<file path="config.mk">
export PLATFORM = sky130hd
export DESIGN_NAME = axi4_lite_slave_regs
export DESIGN_NICKNAME = d
export VERILOG_FILES = /design/src/rtl/axi4_lite_slave_regs.sv
export SDC_FILE = /design/constraint.sdc
export NUM_CORES = 1
export LEC_CHECK = 0
export BUFFER_PORTS_ARGS = -buffer_cell sky130_fd_sc_hd__buf_4
export CORE_MARGIN = 4
export CORE_UTILIZATION = 57
export CTS_CLUSTER_SIZE = 30
export DETAILED_ROUTE_END_ITERATION = 10
export PLACE_DENSITY = 0.95
export SLEW_MARGIN = 20
export SYNTH_ARGS = -nofsm -noshare
export SYNTH_HDL_FRONTEND = slang
export SYNTH_SLANG_ARGS = --single-unit
</file>
<file path="constraint.sdc">
create_clock -name clk -period 3.8 [get_ports clk]
set_clock_uncertainty 0.2 [all_clocks]
set_input_delay 0.19 -clock clk [delete_from_list [all_inputs] [get_ports clk]]
set_output_delay 0.19 -clock clk [all_outputs]
set_load 0.1 [all_outputs]
</file>
<file path="src/rtl/axi4_lite_slave_regs.sv">
// ---------------------------------------------------------------------------
// axi4_lite_slave_regs
//
// AXI4-Lite slave exposing NUM_REGS 32-bit read/write registers.
// The AW and W channels are captured independently into holding registers.
// A write commits on the first edge at which both are held.
// The read channel is a single-beat responder that runs independently of
// the write path.
//
// Ports:
//   clk, rst          single rising-edge clock, synchronous active-high reset
//   S_AXI_AW*         write address channel (AWADDR, AWVALID, AWREADY)
//   S_AXI_W*          write data channel (WDATA, WSTRB, WVALID, WREADY)
//   S_AXI_B*          write response channel (BRESP, BVALID, BREADY)
//   S_AXI_AR*         read address channel (ARADDR, ARVALID, ARREADY)
//   S_AXI_R*          read data channel (RDATA, RRESP, RVALID, RREADY)
//   regs_flat         all register contents, reg i at [32*i+31:32*i]
//   wr_pulse          one-cycle strobe per register, high the cycle after the
//                     new value of that register first becomes visible
// ---------------------------------------------------------------------------
module axi4_lite_slave_regs #(
    parameter int NUM_REGS = 8
) (
    input  logic                     clk,
    input  logic                     rst,
    input  logic [31:0]              S_AXI_AWADDR,
    input  logic                     S_AXI_AWVALID,
    output logic                     S_AXI_AWREADY,
    input  logic [31:0]              S_AXI_WDATA,
    input  logic [3:0]               S_AXI_WSTRB,
    input  logic                     S_AXI_WVALID,
    output logic                     S_AXI_WREADY,
    output logic [1:0]               S_AXI_BRESP,
    output logic                     S_AXI_BVALID,
    input  logic                     S_AXI_BREADY,
    input  logic [31:0]              S_AXI_ARADDR,
    input  logic                     S_AXI_ARVALID,
    output logic                     S_AXI_ARREADY,
    output logic [31:0]              S_AXI_RDATA,
    output logic [1:0]               S_AXI_RRESP,
    output logic                     S_AXI_RVALID,
    input  logic                     S_AXI_RREADY,
    output logic [NUM_REGS*32-1:0]   regs_flat,
    output logic [NUM_REGS-1:0]      wr_pulse
);

    localparam int          IDX_W      = $clog2(NUM_REGS);
    localparam logic [31:0] ADDR_LIMIT = 32'(NUM_REGS * 4);
    localparam logic [1:0]  RESP_OKAY  = 2'b00;
    localparam logic [1:0]  RESP_SLVERR = 2'b10;

    logic [31:0]         regs [NUM_REGS];

    logic                aw_held;
    logic                w_held;
    logic [IDX_W-1:0]    aw_idx;
    logic                aw_ok;
    logic [31:0]         w_data;
    logic [3:0]          w_strb;
    logic [NUM_REGS-1:0] wr_pend;

    logic                aw_fire;
    logic                w_fire;
    logic                ar_fire;
    logic                commit;

    // Comparing the full address against the byte limit also covers the
    // ignored low two bits, because the limit is a multiple of four.
    function automatic logic addr_ok(input logic [31:0] addr);
        return addr < ADDR_LIMIT;
    endfunction

    // Readies depend only on local state and reset, never on the master's
    // readies, so the channels cannot form a combinational loop.
    assign S_AXI_AWREADY = !aw_held && !S_AXI_BVALID && !rst;
    assign S_AXI_WREADY  = !w_held  && !S_AXI_BVALID && !rst;
    assign S_AXI_ARREADY = !S_AXI_RVALID && !rst;

    assign aw_fire = S_AXI_AWVALID && S_AXI_AWREADY;
    assign w_fire  = S_AXI_WVALID  && S_AXI_WREADY;
    assign ar_fire = S_AXI_ARVALID && S_AXI_ARREADY;
    assign commit  = aw_held && w_held;

    for (genvar i = 0; i < NUM_REGS; i++) begin : g_flat
        assign regs_flat[32*i +: 32] = regs[i];
    end

    // Write path. The address and data are captured into holding registers.
    // The commit happens one edge later, even when both arrive together.
    // The strobe goes through wr_pend so that it shows up one cycle after the
    // written value becomes visible on regs_flat.
    always_ff @(posedge clk) begin
        if (rst) begin
            aw_held      <= 1'b0;
            w_held       <= 1'b0;
            aw_idx       <= '0;
            aw_ok        <= 1'b0;
            w_data       <= '0;
            w_strb       <= '0;
            S_AXI_BVALID <= 1'b0;
            S_AXI_BRESP  <= RESP_OKAY;
            wr_pend      <= '0;
            wr_pulse     <= '0;
            for (int i = 0; i < NUM_REGS; i++) begin
                regs[i] <= '0;
            end
        end else begin
            wr_pulse <= wr_pend;
            wr_pend  <= '0;

            if (aw_fire) begin
                aw_held <= 1'b1;
                aw_idx  <= S_AXI_AWADDR[IDX_W+1:2];
                aw_ok   <= addr_ok(S_AXI_AWADDR);
            end

            if (w_fire) begin
                w_held <= 1'b1;
                w_data <= S_AXI_WDATA;
                w_strb <= S_AXI_WSTRB;
            end

            // BVALID is always low while both holding flags are set, so a
            // commit and a B handshake never happen at the same edge.
            if (commit) begin
                aw_held      <= 1'b0;
                w_held       <= 1'b0;
                S_AXI_BVALID <= 1'b1;
                S_AXI_BRESP  <= aw_ok ? RESP_OKAY : RESP_SLVERR;
                if (aw_ok) begin
                    for (int b = 0; b < 4; b++) begin
                        if (w_strb[b]) begin
                            regs[aw_idx][8*b +: 8] <= w_data[8*b +: 8];
                        end
                    end
                    wr_pend <= NUM_REGS'(1) << aw_idx;
                end
            end else if (S_AXI_BVALID && S_AXI_BREADY) begin
                S_AXI_BVALID <= 1'b0;
            end
        end
    end

    // Read path. The register array is sampled at the AR handshake edge.
    // A write committing at the same edge is therefore not yet visible, so
    // the read returns the old value.
    always_ff @(posedge clk) begin
        if (rst) begin
            S_AXI_RVALID <= 1'b0;
            S_AXI_RDATA  <= '0;
            S_AXI_RRESP  <= RESP_OKAY;
        end else if (ar_fire) begin
            S_AXI_RVALID <= 1'b1;
            if (addr_ok(S_AXI_ARADDR)) begin
                S_AXI_RDATA <= regs[S_AXI_ARADDR[IDX_W+1:2]];
                S_AXI_RRESP <= RESP_OKAY;
            end else begin
                S_AXI_RDATA <= '0;
                S_AXI_RRESP <= RESP_SLVERR;
            end
        end else if (S_AXI_RVALID && S_AXI_RREADY) begin
            S_AXI_RVALID <= 1'b0;
        end
    end

endmodule

</file>
; ---- After elaboration in Yosys (flattened, before gate mapping)
; Memories as Yosys holds them, arrays and structs flattened.
; Index checks and enable logic that the tools add are counted.
[word_totals]
latchBits = 0
word_cells = 72
rom_bits = 0
mem_bits_rw = 256
input_bits = 107
regBits = 96
n_memories = 1
out_inout_bits = 305
[op_classes]
reduce_logical = 21
magnitude_cmp = 2
div_mod_pow = 0
n_shift = 1
mul = 0
bitwise_logic = 2
eq_ne = 0
add_sub_neg = 0
mux = 32
[mem_list]
columns = memory, depth, width, rd, rd_ports_with_merged_regs, wr, line
row1 = regs, 8, 32, 9, 0, 8, 52  ; logic [31:0] regs [NUM_REGS];
[ops]
columns = cell, n
row1 = $lt 32x6->1 const B, 2
row2 = $mux 32, 2
row3 = $reduce_or 32->1, 1
row4 = $mux 1, 26
row5 = $logic_and 1x1->1, 11
row6 = $shl 1x3->8 const A, 1
row7 = $logic_not 1->1, 5
row8 = $mux 2, 2
row9 = $mux 4, 1
row10 = $reduce_bool 2->1, 2
row11 = $mux 3, 1
row12 = $reduce_or 3->1, 1
row13 = $not 1->1, 2
row14 = $reduce_or 2->1, 1

; ---- Logic depth before layout (Yosys ltp)
; Gate-level depths: netlist of the first run.
[logic_depth]
word_depth = 7
ltp_mapped = 7
depth_no_buf = 4

; ---- Least setup slack after synthesis of the first run
; Ideal clock, no wire load.
[synth_timing]
path_type = reg-to-reg
startpoint = register S_AXI_BVALID
endpoint = register aw_ok
arrival_time_ns = 4.084
period_less_slack_ns = 4.354
stages_incl_launch_ff = 5
t_required_ns = 3.530
setup_time_ns = 0.070
slack_ns = -0.554
n_path_buf = 0
path_cell_list = dfxtp_1 -> nor3_1 -> nand2_1 -> or3_1 -> a21oi_1
[synth_via]
elab_chain_cells = 4
[synth_lines]
columns = item, line
row1 = "start, declared", 34  ; output logic S_AXI_BVALID,
row2 = "start signal, assigned", 100  ; S_AXI_BVALID <= 1'b0;
row3 = "start signal, assigned", 128  ; S_AXI_BVALID <= 1'b1;
row4 = "start signal, assigned", 139  ; S_AXI_BVALID <= 1'b0;
row5 = $logic_not 1->1, 75  ; assign S_AXI_AWREADY = !aw_held && !S_AXI_BVALID && !rst;
row6 = $logic_and 1x1->1 (2 in a row), 75
row7 = named net S_AXI_AWREADY, 28  ; output logic S_AXI_AWREADY,
row8 = $logic_and 1x1->1, 79  ; assign aw_fire = S_AXI_AWVALID && S_AXI_AWREADY;
row9 = "end signal, assigned", 114  ; aw_ok <= addr_ok(S_AXI_AWADDR);
row10 = "end, declared", 57  ; logic aw_ok;
; The timed path passes the listed nets, and every way through them passes these cells.
; A chain may end at the register's enable or synchronous reset.

; ---- Worst setup path in the final report of the first run
[layout_timing]
startpoint = input port S_AXI_AWADDR[19]
endpoint = register aw_ok
[layout_via]
elab_chain_cells = 1
[layout_lines]
columns = item, line
row1 = "start, declared", 26  ; input logic [31:0] S_AXI_AWADDR,
row2 = $lt 32x6->1, 70  ; return addr < ADDR_LIMIT;
; No other way between the ends.

==> results of run 1 <==
-- layout make-up --
cell class | instances | area, um2
sequential | 350 | 9570
fill | 1359 | 5570
multi-input combinational | 705 | 5090
timing repair buffer | 468 | 3660
clock buffer | 50 | 1070
tap | 330 | 413
clock inverter | 14 | 97.6
inverter | 1 | 3.75
-- critical path: stages --
cell and delay [ps]:
dlygate4sd3_1 530, buf_4 130, nor4_1 200, dlygate4sd3_1 590
nand4_1 80, dlygate4sd3_1 590, or3_1 350, dlygate4sd3_1 570
a21oi_1 130, dlygate4sd3_1 560
-- metal layers --
| layer | vias up | global-route usage (%) | wire (um) |
|---|---|---|---|
| li1 | 4874 | - | - |
| met2 | 898 | 57.1 | 24700 |
| met1 | 5610 | 38.3 | 15900 |
| met4 | 0 | 16.5 | 2710 |
| met3 | 191 | 6.55 | 5200 |
| met5 | - | 0 | 0 |
-- through the flow --
stage | util (%) | cells | cell area (um2) | power (mW)
final | 78.2 | 1918 | 19900 | 9.22
after global routing | 78.2 | 1918 | 19900 | 9.43
after CTS | 78.2 | 1918 | 19900 | 9.20
after detailed placement | 71.5 | 1800 | 18200 | 5.76
after global placement | 71.5 | 1800 | 18200 | 5.74
after floorplan | - | 1110 | 14900 | 5.38
-- cells by family after synthesis --
group,count (synthesis),synth area share [%]
flops,350,64.1
compound gates,78,2.63
mux,96,11.8
buf+inv,55,1.82
other cells,1,0.0251
simple gates,529,19.6
-- power breakdown --
part	internal [mW]	total, mW	leakage (nW)	switching (mW)
combinational	0.363	1.42	4.08	1.05
clock	2.03	3.46	0.578	1.43
sequential	4.21	4.34	3.41	0.131
-- timing repair --
action	CTS	global route
hold buffers	54	0
endpoints found under the setup margin	0	0
resized for setup	0	0
hold endpoints to repair	43	0
-- registers in the layout, indices dropped and copies added (netlist names), 3 cells and up --
register	cells
wr_pulse	8
S_AXI_RDATA	32
aw_idx	3
regs	256
wr_pend	8
w_data	32
w_strb	4
-- placed cells by master (no fill, tap or decap), drive strengths merged --
| cell | Yosys | routed |
|---|---|---|
| dlygate4sd3 | 0 | 54 |
| buf | 19 | 414 |
| nand2 | 120 | 120 |
| or3 | 33 | 33 |
| clkbuf | 35 | 50 |
| dfxtp | 94 | 94 |
| nor2b | 8 | 8 |
| nor4 | 12 | 12 |
| nand3 | 5 | 5 |
| nor2 | 45 | 45 |
| mux4 | 64 | 64 |
| a21oi | 77 | 77 |
| inv | 1 | 2 |
| edfxtp | 256 | 256 |
| or4 | 2 | 2 |
| a211oi | 1 | 1 |
| mux2i | 32 | 32 |
| and4b | 1 | 1 |
| conb | 1 | 2 |
| nor3 | 4 | 4 |
| or3b | 1 | 1 |
| nand4b | 1 | 1 |
| bufinv | 0 | 1 |
| or2 | 32 | 32 |
| and2 | 257 | 257 |
| nand4 | 2 | 2 |
| nand2b | 5 | 5 |
| clkinvlp | 0 | 1 |
| nand3b | 1 | 1 |
| clkinv | 0 | 11 |
-- how the worst max path moves through the flow --
stage	startpoint	to	slack, ps	depth (start not counted)
final	S_AXI_AWADDR[19]	aw_ok	100	10
after global routing	S_AXI_AWADDR[19]	aw_ok	30	10
after CTS	S_AXI_AWADDR[19]	aw_ok	250	10
after detailed placement	w_held	regs[0][13]	960	4
after global placement	w_held	regs[1][14]	1090	4
after floorplan	S_AXI_BVALID	w_data[19]	500	6
==> flow_metrics.env, run 1 <==
export IMPL_rsz0062_at_grt="no"
export IMPL_max_slew_margin_pct=32.2
export IMPL_grt_max_degree=68
export IMPL_power_density_nw_per_um2=463
export IMPL_die_area_um2=28800
export IMPL_dp_hpwl_um=32600
export IMPL_grt_antenna_before_repair=0
export IMPL_synth_ff_latch_count=350
export IMPL_port_buffers=405
export IMPL_drv_slew=0
export IMPL_via_per_inst=6.03
export IMPL_diodes=0
export IMPL_layout_drive_gt1_share_pct=34.0
export IMPL_synth_top_area_share_pct=51.5
export IMPL_reg2reg_slack_ps=810
export IMPL_reg2regPathDepth=4
export IMPL_cts_tree="yes"
export IMPL_crit_type="in -> reg"
export IMPL_cts_sinks=350
export IMPL_area_delta_synth_final_pct=33.4
export IMPL_coreArea_um2=25500
export IMPL_synth_avg_cell_area_um2=13.5
export IMPL_yosysMostFrequentCell="and2_1"
export IMPL_fin_nets=1669
export IMPL_grt_pass1_vias=11917
export IMPL_drc=0
export IMPL_clk_pin_slew_worst_paths_ps=60
export IMPL_syn_inst=1109
export IMPL_worstHoldStart="rst"
export IMPL_dr_pass1_iters=5
export IMPL_first_iter_violations=1346
export IMPL_cts_htree_levels=2
export IMPL_wire_per_inst_um=25.3
export IMPL_critPathMaxFanout=1
export IMPL_die_height_um=170
export IMPL_vias=11573
export IMPL_grt_pass1_wl_um=71000
export IMPL_cts_buffers=36
export IMPL_die_w_um=170
export IMPL_synth_yosys_seq_area_share_pct=64.1
export IMPL_hold_end="w_strb[0]"
export IMPL_r2r_end="regs[0][13]"
export IMPL_leakagePower_nw=8.07
export IMPL_setup_slack_ps=97.2
export IMPL_ctsRootBufferMaster="clkbuf_16"
export IMPL_r2r_start="w_held"
export IMPL_wl_um=48400
export IMPL_cp_end_kind="register"
export IMPL_ant_nets=0
export IMPL_ios=412
export IMPL_synth_async_reset_ratio_pct=0
export IMPL_track_usage_pct=32.6
export IMPL_synth_commonest_cells="and2_1 (257), edfxtp_1 (256), nand2_1 (120)"
export IMPL_initial_core_util_pct=58.6
export IMPL_tightest_slew_ps=1020
export IMPL_required_ps=4040
export IMPL_tns_ps=0
export IMPL_synth_area_top_cells="edfxtp_1 (52%), dfxtp_1 (13%), and2_1 (11%), mux4_2 (9.7%), nand2_1 (3.0%)"
export IMPL_maxCapViolations=0
export IMPL_synth_edf_count=256
export IMPL_place_congestion=0.868
export IMPL_synth_area_leader_cell="edfxtp_1"
export IMPL_hold_class="in -> reg"
export IMPL_overflow=0
export IMPL_cts_buffer_depth=3
export IMPL_irDropWorstVdd_mv=0.432
export IMPL_yosys_warnings=0
export IMPL_synth_ff_type="edfxtp_1"
export IMPL_critPathArrivalTime_ps=3940
export IMPL_clkLatencyLatePin_ps=500
export IMPL_fmaxAchievable_mhz=270
export IMPL_post_place_ws_ps=964
export IMPL_fin_crit_sh_pct=97.4
export IMPL_netlist_cell_type_count=30
export IMPL_cts_setup_buffers=0
export IMPL_setup_viol=0
export IMPL_timing_hold_ws_ps=164
export IMPL_placementRows=58
export IMPL_syn_area_um2=14900
export IMPL_fin_crit_ps=3700
export IMPL_cp_start_kind="primary input"
export IMPL_final_hold_viol_count=0
export IMPL_hold_depth=3
export IMPL_status="completed"
Power figures use the tool's default switching activity.
==> inputs of run 2 (changes only) <==
--- a/config.mk
+++ b/config.mk
@@ -12,3 +12,3 @@
 export DETAILED_ROUTE_END_ITERATION = 10
-export PLACE_DENSITY = 0.95
+export PLACE_DENSITY_LB_ADDON = 0.1
 export SLEW_MARGIN = 20
--- a/constraint.sdc
+++ b/constraint.sdc
@@ -4,2 +4,2 @@
 set_output_delay 0.19 -clock clk [all_outputs]
-set_load 0.1 [all_outputs]
+set_load 0.005 [all_outputs]
==> run 2 against run 1 <==
  * Via count decreased by 5.5%
  * Register-to-register slack improved by 90 ps
  * Clock power decreased by 2%
  * Highest routed layer unchanged
  * Total power decreased by 9.1%
  * Setup slack improved by 120 ps
  * Clock-buffer cell count increased by 2
  * Final cell count increased by 0.26%
  * Maximum frequency increased by 3.3%
  * Wire length decreased by 9.8%
  * Sequential power about the same
  * Critical endpoint unchanged
  * Critical path type unchanged
==> flow_metrics.env, run 2 (same netlist as run 1, synthesis figures left out) <==
export IMPL_status="completed"
export IMPL_via_per_inst=5.68
export IMPL_worstHoldStart="S_AXI_ARADDR[29]"
export IMPL_reg2reg_slack_ps=900
export IMPL_swShare_pct=21.6
export IMPL_r2r_start="aw_held"
export IMPL_final_hold_viol_count=0
export IMPL_dr_pass1_iters=5
export IMPL_internal_power_mw=6.57
export IMPL_tns_ps=0
export IMPL_cp_start_kind="primary input"
export IMPL_cts_sinks=350
export IMPL_hold_end="S_AXI_RRESP[1]"
export IMPL_wire_per_inst_um=22.7
export IMPL_die_area_um2=28800
export IMPL_fin_area_um2=19900
export IMPL_grt_pass1_wl_um=65000
export IMPL_r2r_end="regs[0][17]"
export IMPL_p_seq_share_pct=51.6
export IMPL_max_flop_register="regs"
export IMPL_grt_max_degree=66
export IMPL_rsz0062_at_grt="no"
export IMPL_die_w_um=170
export IMPL_hold_class="in -> reg"
export IMPL_largest_reg_flops=256
export IMPL_crit_type="in -> reg"
export IMPL_fin_nets=1673
export IMPL_power_density_nw_per_um2=421
export IMPL_dpl_instance_area_um2=18200
export IMPL_p_sw_mw=1.81
export IMPL_crit_start="rst"
export IMPL_cts_buffers=36
export IMPL_fin_crit_sh_pct=94.3
export IMPL_clkLatencyLatePin_ps=510
export IMPL_fin_crit_ps=3580
export IMPL_layout_commonest_cell="buf_4"
export IMPL_cts_buffer_depth=3
export IMPL_place_congestion=0.871
export IMPL_die_height_um=170
export IMPL_seqCellArea_um2=9570
export IMPL_wl_um=43700
export IMPL_fmaxAchievable_mhz=279
export IMPL_coreArea_um2=25500
export IMPL_mostFrequentLayoutCells="buf_4 (409), and2_1 (256), edfxtp_1 (256)"
export IMPL_leakagePower_nw=8.07
export IMPL_combPwrFrac_pct=7.9
export IMPL_multi_input_area_um2=5090
export IMPL_drc=0
export IMPL_area_delta_synth_final_pct=33.6
export IMPL_dp_hpwl_um=30800
export IMPL_track_usage_pct=29.7
export IMPL_overflow=0
export IMPL_cts_htree_levels=2
export IMPL_drv_slew=0
export IMPL_reg_top3="regs: 256 flops, S_AXI_RDATA: 32 flops, w_data: 32 flops"
export IMPL_reg2regPathDepth=4
export IMPL_grt_pass1_vias=11180
export IMPL_cp_end_kind="register"
export IMPL_clkPwrFrac_pct=40.5
export IMPL_ctsRootBufferMaster="clkbuf_16"
export IMPL_grt_antenna_before_repair=1
export IMPL_maxCapViolations=0
export IMPL_setup_viol=0
export IMPL_port_buffers=405
export IMPL_ios=412
export IMPL_critPathMaxFanout=65
export IMPL_tightest_slew_ps=1020
export IMPL_ant_nets=0
export IMPL_clk_pin_slew_worst_paths_ps=60
export IMPL_max_slew_margin_pct=31.9
export IMPL_initial_core_util_pct=58.6
export IMPL_cts_tree="yes"
export IMPL_required_ps=4030
export IMPL_first_iter_violations=965
export IMPL_vias=10932
export IMPL_irDropWorstVdd_mv=0.289
export IMPL_hold_depth=5
export IMPL_critPathArrivalTime_ps=3820
export IMPL_fillers=1521
export IMPL_placementRows=58
export IMPL_layout_drive_gt1_share_pct=33.3
[run 2: metal layers]
layer | GRT usage (%) | share of wire, % | vias to the layer above
li1 | - | - | 4883
met1 | 35.1 | 35 | 5355
met2 | 53.6 | 52 | 586
met3 | 5.75 | 8.7 | 108
met4 | 11.9 | 4.2 | 0
met5 | 0 | 0 | -
[run 2: power groups by stage]
stage / combinational (mW) / clock, mW / sequential (mW)
2_1_floorplan: 0.281 / 0 / 4.36
3_3_place_gp: 0.591 / 0 / 4.40
3_5_place_dp: 0.604 / 0 / 4.40
4_1_cts: 0.656 / 3.41 / 4.33
5_1_grt: 0.705 / 3.58 / 4.34
6_report: 0.659 / 3.39 / 4.33
[run 2: final cells by class]
class	instances	area share (%)
antenna	1	0.0126
clock buffer	52	5.13
clock inverter	12	0.565
inverter	1	0.0188
multi-input combinational	705	25.5
sequential	350	48.0
tap	330	2.07
timing repair buffer	472	18.6
[run 2: per-stage QoR]
step,power [mW],setup slack (ps),instances,hold WS (ps),util [%]
2_1_floorplan,4.64,1620,1110,90.1,-
5_1_grt,8.62,74.9,1922,236,78.2
3_5_place_dp,5.01,733,1796,185,71.3
4_1_cts,8.40,195,1922,154,78.2
6_report,8.38,216,1923,170,78.2
3_3_place_gp,4.99,864,1796,180,71.3
[run 2: worst max-delay path, stage by stage]
cell and delay [ps]:
dlygate4sd3_1 530, buf_4 310, buf_4 450, nor3_2 350
nand2_1 220, or3_1 410, dlygate4sd3_1 580, a21oi_1 140
dlygate4sd3_1 580
[run 2: worst max path at each step]
stage,slack (ps),depth (start not counted),endpoint
after floorplan,1620,5,regs[1][10]
after global placement,860,5,regs[3][14]
after detailed placement,730,5,regs[3][14]
after CTS,200,9,aw_ok
after global routing,70,9,aw_ok
final,220,9,aw_ok
[run 2: repair_timing]
action / 4_1_cts / 5_1_grt
setup endpoints to repair: 0 / 1
gates resized for setup: 0 / 1
buffers inserted: 0 / 0
endpoints found under the hold margin: 53 / 0
hold buffers: 62 / 0
